==> config.mk <==
export PLATFORM = sky130hd
export DESIGN_NAME = priority_arbiter_flat
export DESIGN_NICKNAME = d
export VERILOG_FILES = /design/src/rtl/priority_arbiter_if.sv /design/src/rtl/priority_arbiter.sv /design/src/flat_wrapper.sv
export SDC_FILE = /design/constraint.sdc
export NUM_CORES = 1
export LEC_CHECK = 0
export CORE_UTILIZATION = 47
export CTS_CLUSTER_SIZE = 24
export DETAILED_ROUTE_END_ITERATION = 10
export PLACE_DENSITY = 0.75
export RECOVER_POWER = 100
export SLEW_MARGIN = 20
export SYNTH_ARGS = -nofsm -noshare
export SYNTH_HDL_FRONTEND = slang
export SYNTH_SLANG_ARGS = --single-unit
==> constraint.sdc <==
create_clock -name clk -period 2.44 [get_ports clk]
set_input_delay 0.488 -clock clk [delete_from_list [all_inputs] [get_ports clk]]
set_output_delay 0.488 -clock clk [all_outputs]
set_load 0.1 [all_outputs]
==> src/rtl/priority_arbiter_if.sv <==
// Request/grant bundle between requesters (master) and the arbiter (slave).
interface priority_arbiter_if;
  localparam int unsigned N_REQ = 8;
  localparam int unsigned IDX_W = 3;

  logic             en;
  logic [N_REQ-1:0] req;
  logic [N_REQ-1:0] gnt;
  logic [IDX_W-1:0] gnt_id;
  logic             valid;

  modport master (output en, req, input gnt, gnt_id, valid);
  modport slave  (input en, req, output gnt, gnt_id, valid);
endinterface

==> src/rtl/priority_arbiter.sv <==
// Registered 8-requester arbiter with hold-limit preemption.
// Bit 7 is the highest priority. Define ROUND_ROBIN_EN to rotate the search
// start from the last winner; leave it undefined for fixed priority 7 > ... > 0.
module priority_arbiter #(
  parameter int unsigned MAX_HOLD = 16
) (
  input  logic               clk,
  input  logic               rst_n,
  priority_arbiter_if.slave  bus
);
  localparam int unsigned N_REQ  = 8;
  localparam int unsigned IDX_W  = 3;
  localparam int unsigned HOLD_W = 8;
  localparam bit          PREEMPT_EN = (MAX_HOLD != 0);
  localparam logic [HOLD_W-1:0] HOLD_LAST =
    (MAX_HOLD == 0) ? '0 : HOLD_W'(MAX_HOLD - 1);

  typedef enum logic {IDLE, GRANT} state_t;

  state_t             state, state_nxt;
  logic [N_REQ-1:0]   gnt_q, gnt_nxt;
  logic [IDX_W-1:0]   id_q, id_nxt;
  logic               valid_q, valid_nxt;
  logic [HOLD_W-1:0]  hold_q, hold_nxt;
  logic [IDX_W-1:0]   last_q, last_nxt;

  logic               load;
  logic [IDX_W-1:0]   win;
  logic [IDX_W-1:0]   search_base;
  logic [N_REQ-1:0]   owner_bit;
  logic [N_REQ-1:0]   others;
  logic               found_all, found_oth;
  logic [IDX_W-1:0]   pick_all, pick_oth;
  logic               preempt;

  // Search starts at base-1 and descends with wraparound, ending at base.
  // With base 0 this is exactly fixed priority 7,6,...,0.
  function automatic logic [IDX_W:0] pick(input logic [N_REQ-1:0] cand,
                                          input logic [IDX_W-1:0] base);
    logic [IDX_W:0]   res;
    logic [IDX_W-1:0] idx;
    res = '0;
    for (int k = N_REQ; k >= 1; k--) begin
      idx = base - IDX_W'(k);
      if (cand[idx]) res = {1'b1, idx};
    end
    return res;
  endfunction

`ifdef ROUND_ROBIN_EN
  assign search_base = last_q;
`else
  assign search_base = '0;
`endif

  assign owner_bit = N_REQ'(1) << id_q;
  assign others    = bus.req & ~owner_bit;
  assign {found_all, pick_all} = pick(bus.req, search_base);
  assign {found_oth, pick_oth} = pick(others, search_base);
  assign preempt = PREEMPT_EN && (hold_q == HOLD_LAST) && found_oth;

  // State and registered outputs; synchronous active-low reset.
  always_ff @(posedge clk) begin
    if (!rst_n) begin
      state   <= IDLE;
      gnt_q   <= '0;
      id_q    <= '0;
      valid_q <= 1'b0;
      hold_q  <= '0;
      last_q  <= '0;
    end else begin
      state   <= state_nxt;
      gnt_q   <= gnt_nxt;
      id_q    <= id_nxt;
      valid_q <= valid_nxt;
      hold_q  <= hold_nxt;
      last_q  <= last_nxt;
    end
  end

  // Next state and the winner to load (if any).
  always_comb begin
    state_nxt = state;
    load      = 1'b0;
    win       = id_q;
    case (state)
      IDLE: begin
        if (bus.en && found_all) begin
          state_nxt = GRANT;
          load      = 1'b1;
          win       = pick_all;
        end
      end
      GRANT: begin
        if (!bus.en) begin
          state_nxt = IDLE;
        end else if (!bus.req[id_q]) begin
          if (found_oth) begin
            load = 1'b1;
            win  = pick_oth;
          end else begin
            state_nxt = IDLE;
          end
        end else if (preempt) begin
          load = 1'b1;
          win  = pick_oth;
        end
      end
      default: state_nxt = IDLE;
    endcase
  end

  // Next values of grant outputs, hold counter and last-grant pointer.
  always_comb begin
    gnt_nxt   = '0;
    id_nxt    = '0;
    valid_nxt = 1'b0;
    hold_nxt  = '0;
    last_nxt  = last_q;
    if (state_nxt == GRANT) begin
      gnt_nxt   = N_REQ'(1) << win;
      id_nxt    = win;
      valid_nxt = 1'b1;
      if (load) begin
        last_nxt = win;
      end else if (hold_q < HOLD_LAST) begin
        hold_nxt = hold_q + HOLD_W'(1);
      end else begin
        hold_nxt = hold_q;
      end
    end
  end

  assign bus.gnt    = gnt_q;
  assign bus.gnt_id = id_q;
  assign bus.valid  = valid_q;

  // The pointer always tracks the current owner while a grant is active.
  a_ptr_tracks_owner: assert property (@(posedge clk) disable iff (!rst_n)
    valid_q |-> (id_q == last_q));
endmodule

==> src/flat_wrapper.sv <==
// flat-port wrapper written by rule: the top's interface ports become plain ports
module priority_arbiter_flat 
#(
  parameter int unsigned MAX_HOLD = 16
)
  (clk, rst_n, bus_en, bus_req, bus_gnt, bus_gnt_id, bus_valid);
  priority_arbiter_if bus_i ();
  input  logic clk;
  input  logic rst_n;
  input wire logic [$bits(bus_i.en)-1:0] bus_en;
  input wire logic [$bits(bus_i.req)-1:0] bus_req;
  output wire logic [$bits(bus_i.gnt)-1:0] bus_gnt;
  output wire logic [$bits(bus_i.gnt_id)-1:0] bus_gnt_id;
  output wire logic [$bits(bus_i.valid)-1:0] bus_valid;
  assign bus_i.en = bus_en;
  assign bus_i.req = bus_req;
  assign bus_gnt = bus_i.gnt;
  assign bus_gnt_id = bus_i.gnt_id;
  assign bus_valid = bus_i.valid;
  priority_arbiter #(.MAX_HOLD(MAX_HOLD)) u_core (.clk(clk), .rst_n(rst_n), .bus(bus_i));
endmodule
==> flow_metrics.env <==
export IMPL_status="completed"
export IMPL_grt_start_max_net_pins=18
export IMPL_synth_simple_gate_area_share_pct=30.8
export IMPL_area_of_the_die_sq_um=2860
export IMPL_drc_errors=0
export IMPL_final_cell_area_sq_um=1620
export IMPL_worst_ep_required_time_ns=2.63
export IMPL_synthXorXnorAreaFrac_pct=1.41
export IMPL_synth_compound_area_share_pct=21.6
export IMPL_synthesis_yosys_warnings=0
export IMPL_detail_route_first_pass_iterations=4
export IMPL_routed_via_count=1190
export IMPL_clkTransAtPathRegs_ns=0.11
export IMPL_timing_critical_path_cells="clkdlybuf4s50_1 -> or4_1 -> o21ai_2 -> nor2_1 -> a22oi_1 -> mux2i_4 -> nor3b_2"
export IMPL_max_freq_mhz=429
export IMPL_cts_root_to_sink_buffers=2
export IMPL_timing_max_transition_violations_final=0
export IMPL_slowest_delay_ns=0.59
export IMPL_clk_latency_ns=0.29
export IMPL_core_area_sq_um=2500
export IMPL_global_route_overflow_total=0
export IMPL_grt_setup_unrepaired="no"
export IMPL_wl_mm=2.81
export IMPL_hpwlAfterDp_mm=2.22
export IMPL_power_density_nw_per_um2=520
export IMPL_critical_path_startpoint="bus_req[5]"
export IMPL_number_of_nets_with_antenna_violations_after_routing=0
export IMPL_crit_fanout=9
export IMPL_synth_top_family_by_area="simple AND/OR/NAND/NOR gates"
export IMPL_hold_violations=0
export IMPL_grt_use_total_pct=22.9
export IMPL_worstSetupEndpointType="register"
export IMPL_timing_critical_path_arrival_ns=2.52
export IMPL_insertedDiodeCount=0
export IMPL_multiInputGateArea_sq_um=788
export IMPL_sort_of_element_at_the_start_of_the_critical_path="input port"
export IMPL_via_count_of_the_first_global_routing_pass=1128
export IMPL_cp_slowest_cell="sky130_fd_sc_hd__or4_1"
export IMPL_syn_inst=134
export IMPL_gpl_final_weighted_congestion=0.859
export IMPL_cts_max_level=1
export IMPL_start_util_pct=49.7
export IMPL_post_cts_resized=0
export IMPL_drive_gt1_share_pct=26.0
export IMPL_mapped_nets=146
export IMPL_cts_post_setup_buffers_inserted=0
export IMPL_filler_cell_count=226
export IMPL_io_pins=23
export IMPL_layout_nets=190
export IMPL_number_of_synthesized_flops_with_an_enable_pin=0
export IMPL_measured_slew_at_the_worst_slew_check_pin_ns=1.17
export IMPL_hp_class="reg -> reg"
export IMPL_die_w_microns=53.4
export IMPL_fin_tns_setup_ns=0
export IMPL_viasPerCell=5.75
export IMPL_period_share_pct=95.6
export IMPL_hp_start="u_core.hold_q[7]$_SDFFE_PP0N_"
export IMPL_synth_sequential_area_ratio_pct=32.2
export IMPL_cts_root_buffer="sky130_fd_sc_hd__clkbuf_4"
export IMPL_muxShareOfSynthArea_pct=8.95
export IMPL_worst_ir_drop_vdd_uv=486
export IMPL_power_leakage_uw=0.000626
export IMPL_async_reset_ff_share_pct=0
export IMPL_grt_first_pass_wirelength_mm=4.86
export IMPL_ys_flop_type="sky130_fd_sc_hd__dfxtp_1"
export IMPL_initial_drc_count=25
export IMPL_area_growth_synth_to_final_pct=29.9
export IMPL_numClockSinks=20
export IMPL_mappedNetlistArea_sq_um=1240
export IMPL_antenna_found_initial=0
export IMPL_post_cts_hold_buffers=0
export IMPL_worstSetupPathType="in -> reg"
export IMPL_numCtsBuffers=3
export IMPL_ys_ff_latch=20
export IMPL_slew_headroom_pct=22.2
export IMPL_worst_clock_skew_ns=0.00496
export IMPL_sequential_cell_area_sq_um=404
export IMPL_maxCapViolations=0
export IMPL_die_height_microns=53.4
export IMPL_post_synth_cell_area_avg_sq_um=9.28
export IMPL_yosys_area_share_adder_pct=1.01
export IMPL_synthDistinctLibCells=54
export IMPL_row_count=18
export IMPL_report_final_setup_viol=0
export IMPL_wire_per_inst_microns=13.6
export IMPL_finalWorstPathRequiredPeriod_ns=2.33
export IMPL_post_dp_cell_area_sq_um=1610
export IMPL_io_buffers=22
export IMPL_worstReg2RegStart="u_core.bus.gnt_id[0]$_SDFF_PP0_"
export IMPL_cts_tree="done"
## critical path: cells and delay by family
kind,cells,cell delay (ns)
AOI/OAI and AO/OA,2,0.55
buffers and inverters,1,0.45
and+or+nand+nor,3,0.85
muxes,1,0.17
## routing by layer
layer,wire [microns],global-route usage [%],vias up
met3,194,6.32,2
met4,16,3.51,0
met1,1290,28.2,554
li1,-,-,591
met5,0,0,-
met2,1310,39.6,43
## cell usage after synthesis (2+ instances only)
cell type / instances / area share [%]
sky130_fd_sc_hd__nor2b_1: 3 / 1.5
sky130_fd_sc_hd__nor3_1: 5 / 2.0
sky130_fd_sc_hd__o2111ai_1: 2 / 1.4
sky130_fd_sc_hd__nor2_1: 9 / 2.7
sky130_fd_sc_hd__and3_1: 2 / 1.0
sky130_fd_sc_hd__mux2i_1: 4 / 3.2
sky130_fd_sc_hd__dfxtp_1: 20 / 32
sky130_fd_sc_hd__buf_2: 4 / 1.6
sky130_fd_sc_hd__inv_1: 5 / 1.5
sky130_fd_sc_hd__a22oi_1: 2 / 1.2
sky130_fd_sc_hd__nor3b_2: 4 / 4.0
sky130_fd_sc_hd__o221ai_1: 2 / 1.4
sky130_fd_sc_hd__a21oi_1: 5 / 2.0
sky130_fd_sc_hd__nand2_1: 9 / 2.7
sky130_fd_sc_hd__a21boi_0: 2 / 1.2
sky130_fd_sc_hd__and2_1: 6 / 3.0
sky130_fd_sc_hd__nand3_1: 7 / 2.8
sky130_fd_sc_hd__nand2b_1: 5 / 2.5
sky130_fd_sc_hd__a31oi_1: 2 / 1.0
sky130_fd_sc_hd__or4_1: 2 / 1.2
## per-stage QoR
step	worst slack, ns	hold slack, ns	std cells	power, uW	util [%]
after floorplan	0.0928	0.451	134	512	-
after global placement	-0.135	0.461	203	590	64.4
after detailed placement	-0.219	0.470	203	593	64.4
after CTS	0.0915	0.495	207	857	66.5
after global routing	0.0102	0.510	207	881	64.6
final	0.108	0.491	207	840	64.6
## placed cells by master, fill, tap and decap left out, types with 4 or more instances in the layout
cell	n
sky130_fd_sc_hd__buf_4	21
sky130_fd_sc_hd__dfxtp_1	17
sky130_fd_sc_hd__clkdlybuf4s50_1	10
sky130_fd_sc_hd__nor2_1	9
sky130_fd_sc_hd__nand2_1	9
sky130_fd_sc_hd__clkbuf_1	9
sky130_fd_sc_hd__nand3_1	7
sky130_fd_sc_hd__nand2b_1	5
sky130_fd_sc_hd__inv_1	5
sky130_fd_sc_hd__nor3_1	5
sky130_fd_sc_hd__a21oi_1	5
sky130_fd_sc_hd__mux2i_1	4
sky130_fd_sc_hd__clkbuf_4	4
## where the power goes
part / switching (uW) / leakage (uW) / internal, uW
sequential: 15.3 / 0.000163 / 335
clock: 94.7 / 0.0000279 / 166
combinational: 137 / 0.000435 / 91.6
## state kept, by name (all words and copies together) (netlist names)
name	flops
u_core.bus.gnt	8
u_core.bus.valid	1
u_core.bus.gnt_id	3
u_core.hold_q	8
## logic make-up after synthesis
group | Yosys count
buffers and inverters | 10
AO/OA/AOI/OAI | 31
multiplexers | 8
adder cells (fa/ha/maj) | 1
flip-flops | 20
AND/OR/NAND/NOR | 62
XOR/XNOR | 2
## cell type report
class	count	area share, %
clock buffers	3	1.39
clock inverters	1	1.86
inverters	5	1.16
multi-input cells	104	48.8
flip-flops and latches	20	25.0
well taps	30	2.32
repair buffers	44	19.4
## path summary, 6_finish.rpt
check	endpoint	slack [ns]	depth (start not counted)
max	u_core.bus.gnt[2]$_SDFF_PP0_	0.11	7
min	u_core.hold_q[7]$_SDFFE_PP0N_	0.49	1
max reg2reg	u_core.hold_q[2]$_SDFFE_PP0N_	0.28	6
min reg2reg	u_core.hold_q[7]$_SDFFE_PP0N_	0.49	1
Note: power is estimated with default switching activity, not from simulation.
